===== src/rtl/spi_reg_master.sv =====
// spi_reg_master: SPI mode-0 initiator for two-byte register transactions; define SPI_REG_MASTER_BYTE_GAP_EN to pause after the command byte
module spi_reg_master #(
  parameter int CLK_DIV = 5
) (
  input  logic       clk,
  input  logic       reset,
  input  logic       start,
  input  logic       wr,
  input  logic [6:0] addr,
  input  logic [7:0] wdata,
  output logic       busy,
  output logic       done,
  output logic [7:0] rdata,
  output logic       sclk,
  output logic       mosi,
  input  logic       miso,
  output logic       ss
);
  if (CLK_DIV < 3 || CLK_DIV > 255) begin : g_bad_div
    $error("spi_reg_master: CLK_DIV must be in 3..255");
  end
  localparam logic [7:0] DIV_M1 = 8'(CLK_DIV - 1);
`ifdef SPI_REG_MASTER_BYTE_GAP_EN
  typedef enum logic [2:0] {IDLE, SETUP, SHIFT, GAP_A, GAP_B, HOLD, GUARD} state_t;
`else
  typedef enum logic [2:0] {IDLE, SETUP, SHIFT, HOLD, GUARD} state_t;
`endif
  state_t state, state_n;
  logic [7:0] cnt, cnt_n, rx, rx_n, rdata_n;
  logic [3:0] bitc, bitc_n;
  logic [15:0] tx, tx_n;
  logic [1:0] miso_q;
  logic tick, last, busy_n, done_n, sclk_n, mosi_n, ss_n;
  assign tick = cnt == 8'd0;
  assign last = bitc == 4'd0;
  // Two-flop synchronizer for the asynchronous MISO line
  always_ff @(posedge clk or posedge reset)
    if (reset) miso_q <= 2'b00;
    else miso_q <= {miso_q[0], miso};
  // Next state and next registered outputs; the GAP and GUARD waits span two phase-counter periods
  always_comb begin
    state_n = state;
    cnt_n = tick ? DIV_M1 : cnt - 8'd1;
    bitc_n = bitc;
    tx_n = tx;
    rx_n = rx;
    rdata_n = rdata;
    busy_n = busy;
    done_n = 1'b0;
    sclk_n = sclk;
    mosi_n = mosi;
    ss_n = ss;
    case (state)
      IDLE: begin
        cnt_n = DIV_M1;
        if (start) begin
          state_n = SETUP;
          tx_n = {wr, addr, wr ? wdata : 8'h00};
          bitc_n = 4'd15;
          busy_n = 1'b1;
          ss_n = 1'b0;
          mosi_n = wr;
        end
      end
      SETUP: state_n = tick ? SHIFT : SETUP;
      SHIFT: if (tick) begin
        sclk_n = !sclk;
        if (sclk) begin
          rx_n = {rx[6:0], miso_q[1]};
          bitc_n = last ? bitc : bitc - 4'd1;
          mosi_n = last ? mosi : tx[bitc - 4'd1];
`ifdef SPI_REG_MASTER_BYTE_GAP_EN
          state_n = last ? HOLD : (bitc == 4'd8) ? GAP_A : SHIFT;
`else
          state_n = last ? HOLD : SHIFT;
`endif
        end
      end
`ifdef SPI_REG_MASTER_BYTE_GAP_EN
      GAP_A: state_n = tick ? GAP_B : GAP_A;
      GAP_B: state_n = tick ? SHIFT : GAP_B;
`endif
      HOLD: if (tick) begin
        state_n = GUARD;
        ss_n = 1'b1;
        done_n = 1'b1;
        rdata_n = rx;
        mosi_n = 1'b0;
        bitc_n = 4'd1;
      end
      GUARD: if (tick) begin
        bitc_n = 4'd0;
        state_n = last ? IDLE : GUARD;
        busy_n = !last;
      end
      default: state_n = IDLE;
    endcase
  end
  // State and output registers
  always_ff @(posedge clk or posedge reset)
    if (reset) begin
      state <= IDLE;
      cnt <= 8'd0;
      bitc <= 4'd0;
      tx <= 16'h0000;
      rx <= 8'h00;
      rdata <= 8'h00;
      busy <= 1'b0;
      done <= 1'b0;
      sclk <= 1'b0;
      mosi <= 1'b0;
      ss <= 1'b1;
    end else begin
      state <= state_n;
      cnt <= cnt_n;
      bitc <= bitc_n;
      tx <= tx_n;
      rx <= rx_n;
      rdata <= rdata_n;
      busy <= busy_n;
      done <= done_n;
      sclk <= sclk_n;
      mosi <= mosi_n;
      ss <= ss_n;
    end
endmodule


===== config.mk =====
export PLATFORM = sky130hd
export DESIGN_NAME = spi_reg_master
export DESIGN_NICKNAME = d
export VERILOG_FILES = /design/src/rtl/spi_reg_master.sv
export SDC_FILE = /design/constraint.sdc
export NUM_CORES = 1
export LEC_CHECK = 0
export BUFFER_PORTS_ARGS = -buffer_cell sky130_fd_sc_hd__buf_2
export CAP_MARGIN = 10
export CORE_ASPECT_RATIO = 0.8
export CORE_MARGIN = 4
export CORE_UTILIZATION = 50
export CTS_BUF_LIST = sky130_fd_sc_hd__clkbuf_4
export DETAILED_ROUTE_END_ITERATION = 6
export HOLD_SLACK_MARGIN = 0.08
export PLACE_DENSITY = 0.73
export SYNTH_ARGS = -nofsm -noshare
export SYNTH_HDL_FRONTEND = slang
export SYNTH_SLANG_ARGS = --single-unit

===== constraint.sdc =====
create_clock -name clk -period 2 [get_ports clk]
set_clock_uncertainty 0.2 [all_clocks]
set_input_delay 0.1 -clock clk [delete_from_list [all_inputs] [get_ports clk]]
set_output_delay 0.1 -clock clk [all_outputs]
set_load 0.01 [all_outputs]

==> results of run 1 <==
logic make-up (layout without fill, tap and decap cells):
kind of cell | Yosys count | after routing
adder cells (fa/ha/maj) | 4 | 4
AO/OA/AOI/OAI | 32 | 32
AND/OR/NAND/NOR | 68 | 68
buffers and inverters | 16 | 109
XOR/XNOR | 10 | 10
flip-flops | 54 | 54
multiplexers | 31 | 31
power groups by stage:
stage	clock network, mW	registers [mW]	logic (mW)
final	0.514	1.10	0.101
after global routing	0.567	1.10	0.113
after floorplan	0	1.12	0.0264
after detailed placement	0	1.12	0.0582
after CTS	0.526	1.10	0.0991
after global placement	0	1.12	0.0567
state kept, by name, indices dropped and copies added, names as in the netlist:
signal	count
bitc	4
busy	1
cnt	8
done	1
miso_q	2
mosi	1
rdata	8
rx	8
sclk	1
ss	1
state	3
tx	16
layout make-up:
class,count,area [um2],area share
clock buffers,7,52.6,0.0157
well taps,60,75.1,0.0224
repair buffers,94,721,0.215
flip-flops and latches,54,1350,0.404
clock inverters,1,7.51,0.00224
inverters,7,26.3,0.00785
multi-input cells,145,1110,0.333
path summary, 6_finish.rpt:
| kind | end | depth (start not counted) | startpoint | slack, ns |
|---|---|---|---|---|
| setup / recovery | mosi$_DFFE_PP0P_ | 7 | bitc[1]$_DFFE_PP0P_ | -0.12 |
| hold / removal | miso_q[0]$_DFF_PP0_ | 2 | miso | 0.16 |
| setup reg to reg | mosi$_DFFE_PP0P_ | 7 | bitc[1]$_DFFE_PP0P_ | -0.12 |
| hold reg to reg | miso_q[1]$_DFF_PP0_ | 0 | miso_q[0]$_DFF_PP0_ | 0.17 |
| max in group asynchronous | ss$_DFFE_PP1P_ | 5 | reset | 0.36 |
| min in group asynchronous | tx[11]$_DFFE_PP0P_ | 4 | reset | 0.63 |
per-layer routing:
metal	part of all wire	track usage	vias to the layer above	wire, um
li1	-	-	932	-
met1	0.44	0.268	919	2580
met2	0.48	0.317	57	2780
met3	0.059	0.0524	9	341
met4	0.018	0.0865	0	102
met5	0	0	-	0
synthesized netlist by cell type, types with 3 or more instances:
master / instances
nor2_1: 20
xnor2_1: 7
inv_1: 7
nand2_1: 28
mux2i_1: 5
a21oi_1: 4
clkbuf_1: 5
nor3_1: 3
dfrtp_1: 53
mux2_2: 24
o21ai_0: 13
ha_1: 4
stage by stage:
| stage | total power, mW | TNS (ns) | utilization | cell area [um2] |
|---|---|---|---|---|
| 2_1_floorplan | 1.15 | -0.103 | - | 2500 |
| 4_1_cts | 1.73 | -0.0775 | 0.706 | 3300 |
| 3_3_place_gp | 1.18 | -0.0319 | 0.632 | 2960 |
| 3_5_place_dp | 1.18 | -0.0787 | 0.632 | 2960 |
| 6_report | 1.72 | -0.121 | 0.716 | 3350 |
| 5_1_grt | 1.78 | -0.258 | 0.716 | 3350 |
timing repair:
action                     in CTS  in global routing
hold buffers                   28                  0
gates resized for setup         2                  6
setup endpoints to repair       1                 11
setup buffers                   1                  2
hold endpoints to repair       74                  0
pin swaps                       0                  3
==> impl_metrics.tcl, run 1 <==
set metrics [dict create \
    first_pass_grt_wire_length_um 9720 \
    die-area_um2 6140 \
    ys_dominant_reg_cell "dfrtp_1" \
    fillers 335 \
    post_synth_xor_area_fraction 0.0384 \
    detailedRoute.firstIterationViolations 95 \
    ioPinCount 33 \
    syn-num-nets 239 \
    drive_gt1_frac 0.373 \
    timing.max_cap.violations 0 \
    period_share 1.06 \
    ys_warn_count 0 \
    placement_rows 22 \
    critical-path-top-delay-family "simple AND/OR/NAND/NOR gates" \
    synth.yosys.seq_area_share 0.547 \
    finalNonFillerCells 368 \
    clkPwrFrac 0.299 \
    global_route.overflow_total 0 \
    synth.distinct_cells 45 \
    arrival_ns 2.24 \
    launching_element_type_of_the_critical_path "register" \
    post-place-ws_ns -0.0787 \
    synthMuxAreaShare 0.151 \
    postRouteWirelength_um 5800 \
    grt_pass1_vias 2005 \
    grt_start_max_net_pins 34 \
    tritoncts.num_buffers 5 \
    main_combinational_cell_family_by_area_after_synthesis "multiplexers" \
    rsz0062_at_grt "yes" \
    slew-limit-headroom 0.674 \
    max_slew.worst_pin.slew_ns 0.488 \
    clkSlewWorstSetupHoldPaths_ns 0.15 \
    cpPeakStageDelay_ns 0.51 \
    cellLeakagePower_nw 1.64 \
    synth_cells 215 \
    post_layout_min_period_ns 2.12 \
    total_clock_sinks 54 \
    synth-adder-area-share 0.0202 \
    post-dp-hpwl_um 3640 \
    ys_top_cells_by_area "dfrtp_1 (54%), mux2_2 (11%), nand2_1 (4.2%)" \
    die-height_um 70.9 \
    failed_checks "negative setup slack" \
    postSynthAreaPerCell_um2 11.5 \
    drt_pre_antenna_iters 4 \
    worst-path-max-fanout 3 \
    seq_power_share 0.642 \
    mostFrequentLayoutCell "dfrtp_1" \
    cts_max_path_buffers 2 \
    place_inst 329 \
    worst_ep_required_time_ns 2.12 \
    maxClockFrequency_ghz 0.472 \
    place.port_buffers 32 \
    synth-seq-cells 54 \
    core_area_um2 4680 \
    cts_root_cell "clkbuf_4" \
    combinational_cell_fraction_of_total_power 0.059 \
    synth-compound-area-share 0.0865 \
    grt_usage 0.203 \
    antennaDiodeCount 0 \
    critical_path_class "register to register" \
    power.net_switching_mw 0.393 \
    chipWidth_um 86.6 \
    hold_class "input pin to register" \
    number_of_antenna_violations_at_the_first_check_in_global_routing 0 \
    async_flop_share 1.00 \
    post_drt_via_cell_ratio 5.21 \
    insertion_delay_ns 0.39 \
    timing.critical_path.slowest_stage_cell "or4b_1" \
    fin_nets 331 \
    number_of_nets_still_failing_antenna_checks_after_routing 0 \
    worstPathCellList "inv_2, ha_4, xor2_4, mux4_2, nor2_1, or4b_1, a41oi_2" \
    syn_to_final_growth_pct 35.4 \
    finalHoldViolCount 0 \
    run_status "finished, violations left" \
    synth_top_cell_by_area "dfrtp_1" \
    routabilityCongestion 0.856 \
    share_of_synthesized_cell_area_in_and_or_nand_and_nor_gates 0.132 \
    vdd_ir_drop_max_mv 0.467 \
    critical_path.endpoint_type "register" \
    internal_power_mw 1.32 \
    yosys.area.top_type_share 0.536 \
    drcViolationCount 0 \
    wl_per_cell_um 15.8 \
    cts_tree "done" \
    count_of_h_tree_levels_built_during_cts 2 \
    mostFrequentLayoutCells "dfrtp_1 (53), buf_2 (32), buf_4 (32)" \
    synth_edf_count 0 \
    netSwitchingFraction 0.229 \
    num_vias 1917 \
    worstPathBufferInverterCount 1 \
    report.final.slew_viol_count 0 \
    report.final.setup_viol 1 \
    synth_area_um2 2470 \
    timing.final.ws_setup_ns -0.121 \
    fin_worst_hold_slack_ns 0.158 \
    initial_utilization 0.529 \
    powerDensity_nw_per_um2 513 \
]
No activity file was read; power rests on OpenSTA's default activity.
==> run 2: changes to the inputs <==
--- a/config.mk
+++ b/config.mk
@@ -5,7 +5,7 @@
 export SDC_FILE = /design/constraint.sdc
 export NUM_CORES = 1
 export LEC_CHECK = 0
-export BUFFER_PORTS_ARGS = -buffer_cell sky130_fd_sc_hd__buf_2
+export BUFFER_PORTS_ARGS = -buffer_cell sky130_fd_sc_hd__buf_4
 export CAP_MARGIN = 10
 export CORE_ASPECT_RATIO = 0.8
 export CORE_MARGIN = 4
@@ -17,3 +17,4 @@
 export SYNTH_ARGS = -nofsm -noshare
 export SYNTH_HDL_FRONTEND = slang
 export SYNTH_SLANG_ARGS = --single-unit
+export TNS_END_PERCENT = 100
==> run 2 against run 1 <==
  * The flow still finishes with violations (negative setup slack)
  * First-iteration DRC count fell by 40%
  * Clock power fell by 4.7%
  * Clock-buffer cell count fell by 2
  * Final area rose by 3.7%
  * Largest cell class unchanged
==> impl_metrics.tcl, run 2 (synthesis results as in run 1) <==
set metrics [dict create \
    slew-limit-headroom 0.738 \
    finalNonFillerCells 369 \
    cellLeakagePower_nw 1.68 \
    timing.final.ws_setup_ns -0.108 \
    post_drt_via_cell_ratio 5.19 \
    routabilityCongestion 0.812 \
    ioPinCount 33 \
    run_status "finished, violations left" \
    chipWidth_um 86.6 \
    maxClockFrequency_ghz 0.474 \
    antennaDiodeCount 0 \
    launching_element_type_of_the_critical_path "register" \
    timing.critical_path.slowest_stage_cell "or4b_1" \
    number_of_nets_still_failing_antenna_checks_after_routing 0 \
    total_area_of_sequential_cells_um2 1350 \
    tritoncts.num_buffers 5 \
    die-height_um 70.9 \
    finalHoldViolCount 0 \
    rsz0062_at_grt "yes" \
    num_vias 1916 \
    regToRegEndpoint "mosi$_DFFE_PP0P_" \
    worstPathBufferInverterCount 1 \
    rr_worst_depth 7 \
    detailedRoute.firstIterationViolations 57 \
    mostFrequentLayoutCell "buf_4" \
    report.final.slew_viol_count 0 \
    critical_path.endpoint_type "register" \
    first_element_of_the_critical_path "bitc[0]$_DFFE_PP0P_" \
    arrival_ns 2.22 \
    drt_pre_antenna_iters 4 \
    critical-path-top-delay-family "simple AND/OR/NAND/NOR gates" \
    fin_setup_tns_ns -0.108 \
    rrSetupSlack_ns -0.11 \
    r2r-start "bitc[0]$_DFFE_PP0P_" \
    worst-path-max-fanout 4 \
    count_of_h_tree_levels_built_during_cts 2 \
    global_route.overflow_total 0 \
    largest_register_ffs 16 \
    core_area_um2 4680 \
    top_register "tx" \
    place.port_buffers 32 \
    period_share 1.05 \
    postLayoutCoreUtil 0.742 \
    worstPathCellList "inv_2, ha_4, xor2_4, mux4_1, nor2_1, or4b_1, a41oi_2" \
    postRouteWirelength_um 5340 \
    fin_worst_hold_slack_ns 0.111 \
    report.final.setup_viol 1 \
    cpPeakStageDelay_ns 0.51 \
    hold_class "input pin to async pin" \
    grt_usage 0.183 \
    wl_per_cell_um 14.5 \
    post-dp-hpwl_um 3550 \
    post_layout_min_period_ns 2.11 \
    post-place-ws_ns -0.0996 \
    insertion_delay_ns 0.37 \
    worst_ep_required_time_ns 2.11 \
    vdd_ir_drop_max_mv 0.461 \
    fillers 335 \
    place_inst 328 \
    number_of_antenna_violations_at_the_first_check_in_global_routing 0 \
    fin_nets 332 \
    critical_path_class "register to register" \
    max_slew.worst_pin.slew_ns 0.383 \
    multi_input_gate_area_in_the_final_layout_um2 1160 \
    drive_gt1_frac 0.385 \
    grt_start_max_net_pins 55 \
    initial_utilization 0.529 \
    syn_to_final_growth_pct 40.4 \
    grt_pass1_vias 1887 \
    cts_tree "done" \
    drcViolationCount 0 \
    total_clock_sinks 54 \
    failed_checks "negative setup slack" \
    mostFrequentLayoutCells "buf_4 (65), dfrtp_1 (53), nand2_1 (28)" \
    powerDensity_nw_per_um2 490 \
    first_pass_grt_wire_length_um 8930 \
    cts_root_cell "clkbuf_4" \
    clkSlewWorstSetupHoldPaths_ns 0.17 \
    cts_max_path_buffers 2 \
    timing.max_cap.violations 0 \
    placement_rows 22 \
    die-area_um2 6140 \
]
==> run 2: changes by cell type in the layout (fill, tap and decap cells not counted), moves of 2 or more <==
| cell | previous run | this run |
|---|---|---|
| buf_2 | 32 | 0 |
| buf_4 | 32 | 65 |
| buf_6 | 0 | 2 |
| clkbuf_4 | 7 | 5 |
==> run 2: area by class of cell <==
| type | instances | share of cell area |
|---|---|---|
| Clock inverter | 3 | 0.00577 |
| Multi-Input combinational cell | 145 | 0.334 |
| Sequential cell | 54 | 0.390 |
| Inverter | 7 | 0.00757 |
| Timing Repair Buffer | 95 | 0.231 |
| Tap cell | 60 | 0.0216 |
| Clock buffer | 5 | 0.0108 |
==> run 2: routing by layer <==
layer	track usage	part of all wire	vias up
met4	0.0484	0.0086	0
li1	-	-	936
met1	0.263	0.48	934
met3	0.0407	0.041	5
met2	0.282	0.47	41
met5	0	0	-
==> run 2: worst max path at each step <==
stage,end,slack (ns),cells past startpoint
6_report,mosi$_DFFE_PP0P_,-0.11,7
3_5_place_dp,mosi$_DFFE_PP0P_,-0.1,7
4_1_cts,mosi$_DFFE_PP0P_,-0.12,7
2_1_floorplan,mosi$_DFFE_PP0P_,-0.10,7
3_3_place_gp,mosi$_DFFE_PP0P_,-0.07,7
5_1_grt,mosi$_DFFE_PP0P_,-0.16,9
==> run 2: repair_timing <==
action	CTS	global route
pin swaps	1	3
setup buffers	2	5
setup endpoints to repair	12	14
cloned	0	0
resized for setup	5	11
hold buffers	27	0
endpoints found under the hold margin	75	0
==> run 2: report_power, final <==
| group | internal [mW] | leakage (nW) | switching (mW) |
|---|---|---|---|
| Clock | 0.138 | 0.0292 | 0.352 |
| Sequential | 1.10 | 0.707 | 0.00333 |
| Combinational | 0.0677 | 0.940 | 0.0410 |
==> run 2: stage by stage <==
stage	instance area [um2]	power, mW
after global placement	3020	1.19
after global routing	3470	1.77
after detailed placement	3020	1.19
final	3470	1.70
after CTS	3380	1.72
after floorplan	2500	1.15
==> run 2: worst reg2reg max path, delay by kind of cell (launching register included) <==
kind / cells / cell delay [ns]
buffers and inverters: 1 / 0.10
AOI/OAI and AO/OA: 1 / 0.13
muxes: 1 / 0.25
adders and majority gates: 1 / 0.17
DFF: 1 / 0.42
xor gates and xnor gates: 1 / 0.22
and+or+nand+nor: 2 / 0.54
